$ cat config.mk
export PLATFORM = sky130hd
export DESIGN_NAME = movegen_sequencer
export DESIGN_NICKNAME = d
export VERILOG_FILES = /design/src/rtl/movegen_sequencer.sv
export SDC_FILE = /design/constraint.sdc
export NUM_CORES = 1
export LEC_CHECK = 0
export BUFFER_PORTS_ARGS = -buffer_cell sky130_fd_sc_hd__buf_2
export CORE_AREA = 2 2 79 157
export CTS_CLUSTER_DIAMETER = 40
export DETAILED_ROUTE_END_ITERATION = 8
export DIE_AREA = 0 0 81 159
export GPL_ROUTABILITY_DRIVEN = 0
export PLACE_DENSITY = 0.59
export REMOVE_ABC_BUFFERS = 1
export SLEW_MARGIN = 20
export SYNTH_ARGS = -nofsm -noshare
export SYNTH_HDL_FRONTEND = slang
export SYNTH_SLANG_ARGS = --single-unit
$ cat constraint.sdc
create_clock -name clk -period 2.2 [get_ports clk]
set_input_delay 0.11 -clock clk [delete_from_list [all_inputs] [get_ports clk]]
set_output_delay 0.11 -clock clk [all_outputs]
set_load 0.02 [all_outputs]
$ cat src/rtl/movegen_sequencer.sv
// movegen_sequencer: sequences one pseudolegal move-generation pass.
// Ports:
//   clk, rst                      clock, async active-high reset
//   host_pos_* / host_wtp/castle/ep  serial 64-square position + metadata from host
//   host_abort                    abandon the current pass
//   board_pos_* / board_wtp/castle/ep  forwarded position and held metadata
//   board_start                   one-cycle generation start
//   board_uci_*                   move stream from the board
//   mv_valid/mv_data/mv_last      forwarded move stream
//   gen_done, gen_count           end-of-pass pulse, saturating move count
//   err_len, err_timeout, busy    sticky errors, activity flag
module movegen_sequencer #(
    parameter int SETTLE_CYCLES  = 2,
    parameter int TIMEOUT_CYCLES = 1024
) (
    input  logic        clk,
    input  logic        rst,
    input  logic        host_pos_valid,
    input  logic [3:0]  host_pos_data,
    input  logic        host_pos_sop,
    input  logic        host_pos_eop,
    input  logic        host_wtp,
    input  logic [3:0]  host_castle,
    input  logic [2:0]  host_ep,
    input  logic        host_abort,
    output logic        host_pos_ready,
    output logic        board_pos_valid,
    output logic        board_pos_sop,
    output logic        board_pos_eop,
    output logic [3:0]  board_pos_data,
    output logic        board_wtp,
    output logic [3:0]  board_castle,
    output logic [2:0]  board_ep,
    output logic        board_start,
    input  logic        board_uci_valid,
    input  logic        board_uci_sop,
    input  logic        board_uci_eop,
    input  logic [19:0] board_uci_data,
    output logic        mv_valid,
    output logic [19:0] mv_data,
    output logic        mv_last,
    output logic        gen_done,
    output logic [7:0]  gen_count,
    output logic        err_len,
    output logic        err_timeout,
    output logic        busy
);
    typedef enum logic [2:0] {IDLE, LOAD, SETTLE, START, COLLECT} state_t;

    // The first SETTLE cycle is the one where the last square sits on the
    // board bus, so SETTLE lasts SETTLE_CYCLES+1 cycles.
    localparam logic [3:0]  SETTLE_LAST  = 4'(SETTLE_CYCLES);
    localparam logic [15:0] TIMEOUT_LAST = 16'(TIMEOUT_CYCLES - 1);

    state_t      state, state_nx;
    logic [6:0]  sq_cnt, sq_nx;
    logic [3:0]  settle_cnt;
    logic [15:0] to_cnt;
    logic        accept, take_sop, fwd, len_bad, mv_fwd, uci_end, to_fire;
    logic        done_q, err_to_q;

    assign host_pos_ready = (state == IDLE) || (state == LOAD);
    assign busy           = state != IDLE;
    assign accept         = host_pos_valid && host_pos_ready && !host_abort;
    assign take_sop       = accept && host_pos_sop;
    assign fwd            = accept && (host_pos_sop || state == LOAD);
    assign sq_nx          = host_pos_sop ? 7'd1 : sq_cnt + 7'd1;
    // eop must land exactly on square 64; a 65th beat without eop is also bad.
    assign len_bad        = fwd && (host_pos_eop ? sq_nx != 7'd64 : sq_nx == 7'd65);
    assign mv_fwd         = (state == COLLECT) && board_uci_valid && !host_abort;
    assign uci_end        = mv_fwd && board_uci_eop;
    // A terminating move in the last allowed cycle beats the timeout.
    assign to_fire        = (state == COLLECT) && !host_abort && to_cnt == TIMEOUT_LAST
                            && !(board_uci_valid && board_uci_eop);
    assign board_start    = (state == START) && !host_abort;
    assign gen_done       = done_q || to_fire;
    assign err_timeout    = err_to_q || to_fire;

    always_comb begin
        state_nx = state;
        if (host_abort)
            state_nx = IDLE;
        else
            case (state)
                IDLE:    state_nx = (fwd && !len_bad) ? LOAD : IDLE;
                LOAD:    state_nx = len_bad ? IDLE : (fwd && host_pos_eop) ? SETTLE : LOAD;
                SETTLE:  state_nx = (settle_cnt == SETTLE_LAST) ? START : SETTLE;
                START:   state_nx = COLLECT;
                COLLECT: state_nx = (uci_end || to_fire) ? IDLE : COLLECT;
                default: state_nx = IDLE;
            endcase
    end

    always_ff @(posedge clk or posedge rst) begin
        if (rst) begin
            state           <= IDLE;
            sq_cnt          <= '0;
            settle_cnt      <= '0;
            to_cnt          <= '0;
            board_pos_valid <= 1'b0;
            board_pos_sop   <= 1'b0;
            board_pos_eop   <= 1'b0;
            board_pos_data  <= '0;
            board_wtp       <= 1'b0;
            board_castle    <= '0;
            board_ep        <= '0;
            mv_valid        <= 1'b0;
            mv_data         <= '0;
            mv_last         <= 1'b0;
            done_q          <= 1'b0;
            gen_count       <= '0;
            err_len         <= 1'b0;
            err_to_q        <= 1'b0;
        end else begin
            state           <= state_nx;
            settle_cnt      <= (state == SETTLE) ? settle_cnt + 4'd1 : '0;
            to_cnt          <= (state == COLLECT) ? to_cnt + 16'd1 : '0;
            board_pos_valid <= fwd;
            board_pos_sop   <= fwd && host_pos_sop;
            board_pos_eop   <= fwd && host_pos_eop;
            mv_valid        <= mv_fwd;
            mv_last         <= uci_end;
            done_q          <= uci_end;
            if (fwd) begin
                sq_cnt         <= sq_nx;
                board_pos_data <= host_pos_data;
            end
            if (take_sop) begin
                board_wtp    <= host_wtp;
                board_castle <= host_castle;
                board_ep     <= host_ep;
            end
            if (take_sop && state == IDLE) begin
                err_len   <= 1'b0;
                err_to_q  <= 1'b0;
                gen_count <= '0;
            end
            if (len_bad)
                err_len <= 1'b1;
            if (to_fire)
                err_to_q <= 1'b1;
            if (mv_fwd)
                mv_data <= board_uci_data;
            if (mv_fwd && gen_count != 8'hFF)
                gen_count <= gen_count + 8'd1;
        end
    end
endmodule
Word level (Yosys, flattened, before mapping):

Cells that the tools add are included.

* equal/unequal tests: 9
* multipliers: 0
* order comparisons: 0
* divide/modulo/power cells: 0
* shift-type cells: 0
* add/sub/neg operators: 4
* muxes and demuxes: 16
* reductions and logical operators: 31
* bitwise operators: 0

Operators by type and width (count)
* logical AND 1 bit: 18
* adder 16 x 1 -> 16 bit (second input constant): 1
* equality test 16 x 10 -> 1 bit (second input constant): 1
* two-way mux 16 bit: 1
* two-way mux 8 bit: 2
* case mux 3 bit (5 select lines): 1
* adder 8 x 1 -> 8 bit (second input constant): 1
* inequality test 8 bit (second input constant): 1
* adder 7 x 1 -> 7 bit (second input constant): 1
* equality test 7 bit (second input constant): 1
* two-way mux 7 bit: 1
* inequality test 7 bit (second input constant): 1
* equality test 3 x 2 -> 1 bit (second input constant): 2
* two-way mux 1 bit: 6
* two-way mux 3 bit: 2
* nonzero test 2 bit: 3
* logical OR 1 bit: 5
* adder 4 x 1 -> 4 bit (second input constant): 1
* equality test 4 x 2 -> 1 bit (second input constant): 1
* two-way mux 2 bit: 2
* two-way mux 4 bit: 1
* equality test 3 x 1 -> 1 bit (second input constant): 1
* equality test 3 bit (second input constant): 1
* logical NOT 1 bit: 3
* 2 further kinds: 2

* bits in read-only memories: 0
* bits in latches: 0
* register bits: 77
* bits in writable memories: 0
* memories: 0

Longest topological paths before layout:

* depth after elaboration: 11
* gate-level depth with buffers: 6

Worst setup path before layout:

Ideal clock, no wire load.

* kind: register to register
* from: register gen_count[0]
* to: register gen_count[4]
* path slack: 0.380 ns
* data required time: 2.104 ns
* arrival time: 1.725 ns
* path buffers: 0
* period minus slack after synthesis: 1.820 ns
* cell stages (with the launch flop): 7
* setup time: 0.096 ns
* cells stage by stage: dfrtp_1 -> ha_1 -> nand3_1 -> o311ai_2 -> and2_1 -> o21ai_1 -> o31ai_1

* cells in the longest elaborated chain, start to end: 3
* elaborated cells between the ends (all ways): 5

Ends and longest elaborated chain
* start: declaration: RTL line 43 `output logic [7:0] gen_count,`
* start signal: assignment: RTL line 145 `gen_count <= gen_count + 8'd1;`
* branches (longest 3 deep; another with adder 8 x 1 -> 8 bit)

Several ways; the timed one is not identified.
A chain may end at the register's enable or synchronous reset.

Final worst setup path:

* from: register to_cnt[0]
* to: output err_timeout

* cells in the longest elaborated chain, start to end: 4

Ends and longest elaborated chain
* start: declaration: RTL line 58 `logic [15:0] to_cnt;`
* start signal: assignment: RTL line 117 `to_cnt <= (state == COLLECT) ? to_cnt + 16'd1 : '0;`
* equality test 16 x 10 -> 1 bit: RTL line 73 `assign to_fire = (state == COLLECT) && !host_abort && to_cnt == TIMEOUT_LAST`
* logical AND 1 bit: RTL line 73
* logical AND 1 bit: RTL line 74 `&& !(board_uci_valid && board_uci_eop);`
* logical OR 1 bit: RTL line 77 `assign err_timeout = err_to_q || to_fire;`
* end: declaration: RTL line 45 `output logic err_timeout,`

Every way passes these cells.

==> parameters.txt <==
Parameter                              Value

Outcome
  Result of the run ... completed

Finish
  Layout cell share with drive strength beyond 1 ... 0.276
  Fillcell total ... roughly 1,200
  Area Growth Syn to Fin ... 37.1%
  Antenna diode instance count ... 0
  Highest-count cells in the layout ignoring fill and taps ... 95 x nand2_1, 90 x buf_2, 77 x dfrtp_1
  Utilization after layout ... 0.405
  Post-layout nets ... around 530
  Most frequent standard cell in the layout excluding fill and tap cells ... nand2_1

Global routing
  Busiest layer in global routing ... met2
  Largest net degree at the start of global routing ... 43
  Number of antenna violations at the first check in global routing ... 0
  Global-route wire length before repair ... approximately 14 mm
  Sum of overflow across all layers after global routing ... 0
  Number of global-route vias before repair ... ~3,000
  Total Routing Usage GR ... 0.139
  Met3 Track Usage GR ... 0.0283
  Met1 GRT Util ... 0.155
  Met2 Track Usage GR ... 0.249

Floorplan
  I/O pins ... 92
  Placeable core region ... between 0.01 and 0.015 mm2
  Die area ... 0.0129 mm2
  Die height ... between 150 and 200 um
  Initial core utilization ... 0.295
  Die width ... between 80 and 90 um
  Number of placement rows ... 56

Synthesis
  Synth warn ... 0
  Number of flops mapped to enable cells by yosys ... 0
  Count of distinct cell types in the synthesized netlist ... between 40 and 50
  Mean instance size in the synthesized netlist ... roughly 9.7 um2
  Post-Synthesis Cells ... between 300 and 400
  Total standard cell area after synthesis ... around 0.0034 mm2
  Primary FF master, synth ... dfrtp_1
  Async set-reset flop share out of synthesis ... 1.00
  Share of synthesized area occupied by flip-flops and latches ... 0.561
  Post-synthesis sequential element count ... 77

Route
  Iteration count of the initial detailed-routing pass ... 4
  1st-iter DRT viols ... 151
  Total length of routed wires ... between 8 and 9 mm
  Via/cell ratio ... around 4.7
  WL per Instance ... 13.3 um
  Total via count in the routed design ... slightly below 3,000
  Residual antenna-violating net count after detailed routing ... 0
  DRC violations left ... 0

Timing
  Post-layout minimum cycle time ... ~2100 ps
  Hold Fails Final Rpt ... 0
  Max transition margin ... 0.566
  Final worst-path cycle share ... 0.934
  Worst clock skew ... ~7.0 ps
  Final setup violating endpoints ... 0
  Maximum frequency from static timing analysis ... ~0.49 GHz
  Actual slew at the worst max-slew pin ... between 600 and 700 ps
  Count of final max-slew check failures ... 0
  Accumulated negative setup slack ... 0 ps
  Setup repair after global routing missed its margin ... no

Clock network
  Number of buffers on the longest clock path ... 2
  Clock tree from TritonCTS ... done
  Later-pin clock latency in the skew report ... between 300 and 400 ps
  Number of CTS-inserted buffers ... 9
  Clock net sink count ... 77
  H-tree level count ... 3
  CTS clk-pin slew, worst paths ... 60 ps
  Count of buffers added by post-CTS timing repair for setup ... 0
  Cell at the root of the clock tree ... clkbuf_16

Power
  Worst IR drop on VDD ... 362 uV
  Cell leakage power ... between 2 and 2.5 nW
  Total power divided by cell area ... 743 mW/mm2

Setup path
  Data arrival time of the critical path ... 1940 ps
  Largest fanout of any net on the critical path ... 6
  Source of the worst register-to-register timing path ... sq_cnt[0]
  Capture instance of the worst register-to-register path ... state[0]
  Minimum setup slack among reg-to-reg paths ... a little under 300 ps
  Critical Setup Path Class ... flip-flop to output pin
  Kind of capture point of the worst setup path ... output pin
  Worst endpoint required time ... 2090 ps
  Cell count of the worst reg-to-reg path ... 6
  Startpoint kind of the worst setup timing path ... flip-flop

Hold path
  Worst min-delay path category ... primary input to flip-flop
  Worst hold endpoint ... board_castle[0]
  Number of cells on the worst hold path ... 2
  Hold Crit Start ... host_castle[0]

Flow run
  # Max-Cap Violations ... 0

Placed design
  Detailed placer's ending HPWL ... 5.85 mm
  Quantity of I/O buffers inserted on ports ... 90
final cells by class:
class                      instances  area [um2]  share of cell area
clock buffer                       9         225              0.0478
clock inverter                     7         104              0.0220
inverter                          10        38.8             0.00823
multi-input combinational        259        1460               0.309
sequential                        77        1930               0.409
tap                              145         181              0.0385
timing repair buffer             123         778               0.165
repair_timing:
item / in CTS / in global routing
hold endpoints to repair: 61 / 0
pin swaps: 0 / 0
hold buffers: 27 / 0
gates resized for setup: 1 / 4
setup endpoints to repair: 1 / 2
through the flow:
step                worst slack [ps]  std cells  area [um2]  total power, mW  hold slack, ps
floorplan                        123        346        3400             1.73             212
global placement                 384        587        4090             1.86             214
detailed placement               335        587        4090             1.87             224
CTS                             36.2        630        4690             3.56           0.246
global route                    20.8        630        4710             3.64            9.36
finish                           146        630        4710             3.50            11.6
cells by family (layout without fill, tap and decap cells):
logic type | Yosys count | after routing | share of synthesized area
xor gates and xnor gates | 17 | 17 | 0.0433
muxes | 9 | 9 | 0.0291
adders and majority gates | 5 | 5 | 0.0182
DFF | 77 | 77 | 0.561
buffers and inverters | 19 | 149 | 0.0222
AOI/OAI and AO/OA | 44 | 44 | 0.0812
and+or+nand+nor | 184 | 184 | 0.245
worst max path at each step:
stage,depth (start not counted),from,end
2_1_floorplan,1,rst,board_castle[0]
3_3_place_gp,6,to_cnt[0],err_timeout
3_5_place_dp,6,sq_cnt[0],state[0]
4_1_cts,6,to_cnt[0],err_timeout
5_1_grt,6,to_cnt[0],err_timeout
6_report,6,to_cnt[0],err_timeout
critical path: stages, from the launching register on:
cell     delay (ps)
dfrtp_1         390
ha_2            230
nand3_4         110
or3_4           400
nor3_2          180
or2_1           130
buf_2           160
flip-flops by register name, indices dropped and copies added (netlist names):
register	flops
mv_data	20
to_cnt	16
gen_count	8
sq_cnt	7
board_castle	4
board_pos_data	4
settle_cnt	4
board_ep	3
state	3
board_pos_eop	1
board_pos_sop	1
board_pos_valid	1
board_wtp	1
done_q	1
err_len	1
err_to_q	1
mv_valid	1
synthesized netlist by cell type (3+ instances only):
library cell	number	share of area
and2_1	3	0.0055
or3_1	4	0.0073
inv_1	8	0.0087
xnor2_1	9	0.023
nor3_1	5	0.0073
clkbuf_1	5	0.0055
and3_1	9	0.016
nand3_1	17	0.025
o21ai_0	11	0.016
mux2_2	8	0.026
o21ai_1	10	0.015
nor2_1	33	0.036
nand2_1	95	0.10
xor2_1	8	0.020
a21oi_1	7	0.010
dfrtp_1	77	0.56
buf_2	4	0.0058
ha_1	5	0.018
nand2b_1	3	0.0055
power breakdown:
part           internal [mW]  total [mW]  leakage [nW]  switching (mW)
Clock                   1.01        1.63         0.161           0.619
Combinational          0.152       0.344          1.16           0.192
Sequential              1.48        1.53          1.03          0.0461
Total                   2.64        3.50          2.36           0.857
metal layers:
metal,up-vias,share of wire
li1,1438,-
met1,1428,0.39
met2,76,0.55
met3,11,0.041
met4,0,0.018
met5,-,0
Note: power is estimated with default switching activity, not from simulation.
